$ cat src/rtl/mult_seq_pkg.sv
// Shared types and helpers for the sequential residue-checked multiplier.
//   state_t   : controller states
//   MOD3_LUT  : (x*y) mod 3 for residues x, y in 0..2
//   mod3()    : mod-3 reduction of a value up to 32 bits wide
package mult_seq_pkg;

    typedef enum logic [1:0] {
        IDLE  = 2'd0,
        BUSY  = 2'd1,
        CHECK = 2'd2,
        DONE  = 2'd3
    } state_t;

    localparam logic [1:0] MOD3_LUT [3][3] = '{
        '{2'd0, 2'd0, 2'd0},
        '{2'd0, 2'd1, 2'd2},
        '{2'd0, 2'd2, 2'd1}
    };

    // 4^k == 1 (mod 3), so summing base-4 digits preserves the residue.
    // Three folding rounds bring any 32-bit value down to 0..5.
    function automatic logic [1:0] mod3(input logic [31:0] v);
        logic [5:0] s1;
        logic [3:0] s2;
        logic [2:0] s3;
        s1 = '0;
        for (int i = 0; i < 16; i++) begin
            s1 = s1 + 6'(v[2*i +: 2]);
        end
        s2 = 4'(s1[1:0]) + 4'(s1[3:2]) + 4'(s1[5:4]);
        s3 = 3'(s2[1:0]) + 3'(s2[3:2]);
        if (s3 >= 3'd3) begin
            s3 = s3 - 3'd3;
        end
        return s3[1:0];
    endfunction

endpackage

$ cat src/rtl/mult_seq_resid_mod3.sv
// Combinational W-bit mod-3 reducer.
//   v : value to reduce (W bits)
//   r : v mod 3
// Bit pairs are summed into a narrow accumulator which is then folded by
// the package helper; the sum never exceeds 3*ceil(W/2) <= 96.
module mod3_residue
    import mult_seq_pkg::*;
#(
    parameter int W = 4
) (
    input  logic [W-1:0] v,
    output logic [1:0]   r
);

    localparam int ND = (W + 1) / 2;

    logic [2*ND-1:0] vp;
    logic [7:0]      sum;

    assign vp = (2*ND)'(v);

    always_comb begin
        sum = '0;
        for (int i = 0; i < ND; i++) begin
            sum = sum + 8'(vp[2*i +: 2]);
        end
    end

    assign r = mod3(32'(sum));

endmodule

$ cat src/rtl/mult_seq_resid.sv
// Sequential shift-add unsigned multiplier with mod-3 residue self-check.
//   clk, rst            : clock, async active-high reset
//   in_valid/in_ready   : operand handshake (a, b)
//   fi_en               : flips product bit 0, only honoured in CHECK
//   out_valid/out_ready : result handshake (p, err)
//   err_cnt             : saturating count of residue mismatches
//
// state | meaning
// ------+--------------------------------------------------------------
// IDLE  | waiting for operands, in_ready high
// BUSY  | WIDTH shift-add iterations, one multiplier bit per cycle
// CHECK | compare product residue with operand residue product, latch
// DONE  | result held with out_valid high until out_ready
module mult_seq_resid
    import mult_seq_pkg::*;
#(
    parameter int WIDTH = 4,
    parameter int CNT_W = 8
) (
    input  logic               clk,
    input  logic               rst,
    input  logic               in_valid,
    output logic               in_ready,
    input  logic [WIDTH-1:0]   a,
    input  logic [WIDTH-1:0]   b,
    input  logic               fi_en,
    output logic               out_valid,
    input  logic               out_ready,
    output logic [2*WIDTH-1:0] p,
    output logic               err,
    output logic [CNT_W-1:0]   err_cnt
);

    localparam int PW = 2 * WIDTH;
    localparam int IW = $clog2(WIDTH);

    state_t         state;
    logic [PW-1:0]  a_sh;
    logic [WIDTH-1:0] b_sh;
    logic [PW-1:0]  acc;
    logic [IW-1:0]  iter;
    logic [1:0]     ra;
    logic [1:0]     rb;
    logic [1:0]     ra_in;
    logic [1:0]     rb_in;
    logic [1:0]     rp;
    logic [PW-1:0]  pc;
    logic           mismatch;

    mod3_residue #(.W(WIDTH)) u_res_a (.v(a),  .r(ra_in));
    mod3_residue #(.W(WIDTH)) u_res_b (.v(b),  .r(rb_in));
    mod3_residue #(.W(PW))    u_res_p (.v(pc), .r(rp));

    assign pc       = acc ^ {{(PW-1){1'b0}}, fi_en};
    assign mismatch = (rp != MOD3_LUT[ra][rb]);

    // Decoded from state so it is already high in the first cycle after
    // reset release; masked while reset is held.
    assign in_ready = (state == IDLE) && !rst;

    // a_sh/b_sh shift each iteration, so a_sh always holds a << i and
    // b_sh[0] is multiplier bit i. iter counts down to terminal zero.
    always_ff @(posedge clk or posedge rst) begin
        if (rst) begin
            state     <= IDLE;
            a_sh      <= '0;
            b_sh      <= '0;
            acc       <= '0;
            iter      <= '0;
            ra        <= '0;
            rb        <= '0;
            p         <= '0;
            err       <= 1'b0;
            err_cnt   <= '0;
            out_valid <= 1'b0;
        end else begin
            case (state)
                IDLE: begin
                    if (in_valid) begin
                        a_sh  <= PW'(a);
                        b_sh  <= b;
                        acc   <= '0;
                        iter  <= IW'(WIDTH - 1);
                        ra    <= ra_in;
                        rb    <= rb_in;
                        state <= BUSY;
                    end
                end
                BUSY: begin
                    if (b_sh[0]) begin
                        acc <= acc + a_sh;
                    end
                    a_sh <= a_sh << 1;
                    b_sh <= b_sh >> 1;
                    if (iter == '0) begin
                        state <= CHECK;
                    end else begin
                        iter <= iter - IW'(1);
                    end
                end
                CHECK: begin
                    p   <= pc;
                    err <= mismatch;
                    if (mismatch && (err_cnt != '1)) begin
                        err_cnt <= err_cnt + CNT_W'(1);
                    end
                    out_valid <= 1'b1;
                    state     <= DONE;
                end
                DONE: begin
                    if (out_ready) begin
                        out_valid <= 1'b0;
                        state     <= IDLE;
                    end
                end
                default: begin
                    state <= IDLE;
                end
            endcase
        end
    end

endmodule

$ cat config.mk
export PLATFORM = sky130hd
export DESIGN_NAME = mult_seq_resid
export DESIGN_NICKNAME = d
export VERILOG_FILES = /design/src/rtl/mult_seq_pkg.sv /design/src/rtl/mult_seq_resid_mod3.sv /design/src/rtl/mult_seq_resid.sv
export SDC_FILE = /design/constraint.sdc
export NUM_CORES = 1
export LEC_CHECK = 0
export ABC_AREA = 1
export BUFFER_PORTS_ARGS = -buffer_cell sky130_fd_sc_hd__buf_2
export CORE_MARGIN = 2
export CORE_UTILIZATION = 59
export DETAILED_ROUTE_END_ITERATION = 7
export GPL_TIMING_DRIVEN = 0
export PLACE_DENSITY = 0.8
export SLEW_MARGIN = 20
export SYNTH_ARGS = -nofsm -noshare
export SYNTH_HDL_FRONTEND = slang
export SYNTH_SLANG_ARGS = --single-unit
$ cat constraint.sdc
create_clock -name clk -period 6.9 [get_ports clk]
set_input_delay 0.345 -clock clk [delete_from_list [all_inputs] [get_ports clk]]
set_output_delay 0.345 -clock clk [all_outputs]
set_load 0.01 [all_outputs]
==> results.json <==
{
  "antenna_found_initial": 0,
  "clk_path_buf_depth": 2,
  "cts.clk_slew.worst_paths_ns": 0.09,
  "whs_ns": -0.00759,
  "clk_latency_ns": 0.31,
  "grt_util_met2_pct": 39.1,
  "p_total_w": 0.00180,
  "synth_fp_nets": 418,
  "grt_pass1_wl_um": 11000,
  "hold_viol_final": 13,
  "power_frac_clock_pct": 11.3,
  "cp.arrival_ns": 5.35,
  "synthDistinctLibCells": 34,
  "slew_headroom_pct": 71.4,
  "synth_seq_cells": 46,
  "hold_path_class": "primary input to async pin",
  "min_period_ns": 5.14,
  "synth.avg_cell_area_um2": 8.76,
  "met1_usage_pct": 29.9,
  "yosysWarnings": 0,
  "violations": "negative hold slack",
  "critPathKind": "register to register",
  "path_max_fanout": 10,
  "synth_compound_area_share_pct": 8.94,
  "cts_setup_buffers": 0,
  "drive_above_1_share_pct": 17.1,
  "diodes": 0,
  "setup_tns_ns": 0,
  "vias": 2499,
  "fmax_mhz": 195,
  "die_h_um": 76.9,
  "area_delta_synth_final_pct": 11.9,
  "grt_pass1_vias": 2410,
  "synth_area_um2": 3140,
  "leakagePower_nw": 1.90,
  "drv_cap": 0,
  "die_width_um": 76.9,
  "cp.required_ns": 7.11,
  "power_density_nw_per_um2": 514,
  "pin_count": 32,
  "rsz0062_at_grt": "no",
  "cts_buffers": 5,
  "wl_per_cell_um": 12.9,
  "floorplan.rows": 26,
  "critPathLaunchType": "register",
  "mostFrequentLayoutCells": "nand2_1 (79), dfrtp_1 (46), inv_1 (45)",
  "layout_commonest_cell": "nand2_1",
  "htree_levels": 2,
  "first_iter_violations": 56,
  "fin_skew_ns": 0.0123,
  "num-nets-final": 457,
  "ir_worst_vdd_mv": 0.309,
  "switching_share_pct": 49.4,
  "power_frac_comb_pct": 62.2,
  "hold_buffers": 0,
  "switching_power_w": 0.000891,
  "synthXorXnorAreaFrac_pct": 3.35,
  "startpoint": "acc[0]",
  "dr.pass1.iters": 4,
  "start_util_pct": 61.4,
  "grt.busiest_layer": "met2",
  "p_int_w": 0.000911,
  "syn_inst": 358,
  "rr_startpoint": "acc[0]",
  "wirelength_um": 6050,
  "synth_top_family_by_area": "simple AND/OR/NAND/NOR gates",
  "power_frac_seq_pct": 26.5,
  "gp_congestion": 0.826,
  "globalRouteTotalUtil_pct": 22.6,
  "synth_seq_area_share_pct": 36.7,
  "ctsResizeCount": 0,
  "cts-root-buf": "clkbuf_8",
  "synthAdderAreaFrac_pct": 21.4,
  "core_um2": 5110,
  "grt_max_degree": 34,
  "drc": 0,
  "overflow": 0,
  "worstMarginPinSlew_ns": 0.429,
  "dieArea_um2": 5910,
  "fin_crit_sh_pct": 74.5,
  "cts.sinks": 46,
  "place_hpwl_um": 4730,
  "cts_tree": "done",
  "antenna_left": 0,
  "status": "complete, but fails checks",
  "setup_viol": 0,
  "port_buffers": 31,
  "routed_via_density": 5.34,
  "synthSimpleGateAreaFrac_pct": 21.4,
  "synth.area.mux_share_pct": 1.08,
  "use_met3_pct": 3.18,
  "crit_path_end_kind": "register",
  "slew_viol_final": 0
}
-- through the flow --
step | utilization, % | std cells | instance area (µm²) | setup slack (ns)
after detailed placement | 66.5 | 460 | 3400 | 1.73
after floorplan | - | 358 | 3140 | 2.12
after CTS | 68.7 | 468 | 3510 | 1.72
after global placement | 66.1 | 459 | 3380 | 1.85
after global routing | 68.7 | 468 | 3510 | 1.44
final | 68.7 | 468 | 3510 | 1.76
-- metal layers --
layer | vias up | wire, µm
li1 | 1254 | -
met1 | 1194 | 2740
met2 | 43 | 3080
met3 | 8 | 151
met4 | 0 | 78
met5 | - | 0
-- flip-flops by register name, summed over array words and instances, names as in the netlist --
register and count:
state 2, acc 8, ra 2, err 1, err_cnt 8, a_sh 8
iter 2, b_sh 4, p 8, rb 2, out_valid 1
-- power by group through the flow --
stage                     clock, W  combinational (W)  sequential (W)
after floorplan                  0           0.000860        0.000482
after global placement           0            0.00107        0.000477
after detailed placement         0            0.00112        0.000483
after CTS                 0.000207            0.00114        0.000479
after global routing      0.000219            0.00129        0.000495
final                     0.000203            0.00112        0.000478
-- worst max-delay path, stage by stage (launching register included) --
cell     delay, ns
dfrtp_1       0.42
xor2_1        0.20
ha_1          0.20
fa_1          0.48
inv_1         0.05
fa_1          0.43
inv_1         0.08
ha_1          0.15
inv_1         0.05
fa_1          0.47
inv_1         0.04
ha_1          0.18
fa_1          0.40
ha_1          0.33
ha_1          0.24
fa_1          0.41
inv_2         0.07
nand2_1       0.09
nand3_1       0.12
nand2_1       0.08
nand2_2       0.07
nand2_2       0.06
nand2_4       0.14
nand3_4       0.13
nand2_1       0.09
nand2_1       0.05
-- worst paths after layout --
kind,depth (start not counted),to,slack [ns]
max in group asynchronous,3,acc[7],6.42
setup / recovery,25,err_cnt[0],1.76
hold reg to reg,1,iter[0],0.48
setup reg to reg,25,err_cnt[0],1.76
min in group clk,3,a_sh[0],0.32
hold / removal,2,state[0],-0.008
-- kinds of logic after synthesis --
| family | count (synthesis) |
|---|---|
| AND/OR/NAND/NOR | 144 |
| buffers and inverters | 58 |
| AO/OA/AOI/OAI | 48 |
| adder cells (fa/ha/maj) | 47 |
| flip-flops | 46 |
| XOR/XNOR | 12 |
| multiplexers | 3 |
-- cell usage after synthesis, drive strengths merged --
master / instances / share of area [%]
nand2: 83 / 10
clkbuf: 1 / 0.12
a21oi: 9 / 1.4
dfrtp: 46 / 37
o21ai: 22 / 3.6
a31oi: 7 / 1.4
nor2: 28 / 3.9
ha: 36 / 14
o22ai: 5 / 1.0
buf: 6 / 0.88
nand4: 10 / 2.0
a32oi: 1 / 0.28
fa: 11 / 7.0
a22o: 2 / 0.56
a211oi: 1 / 0.40
inv: 51 / 6.1
nor3: 1 / 0.32
nand3: 20 / 3.9
nand3b: 2 / 0.88
xnor2: 5 / 1.4
xor2: 7 / 2.0
mux2: 3 / 1.1
o21bai: 1 / 0.24
-- layout make-up --
cell class	instances	area [µm²]
Buffer	7	31.3
Clock buffer	6	72.6
Clock inverter	2	37.5
Fill cell	400	1600
Inverter	51	191
Multi-Input combinational cell	254	1760
Sequential cell	46	1150
Tap cell	70	87.6
Timing Repair Buffer	32	175
Note: power is estimated with default switching activity, not from simulation.
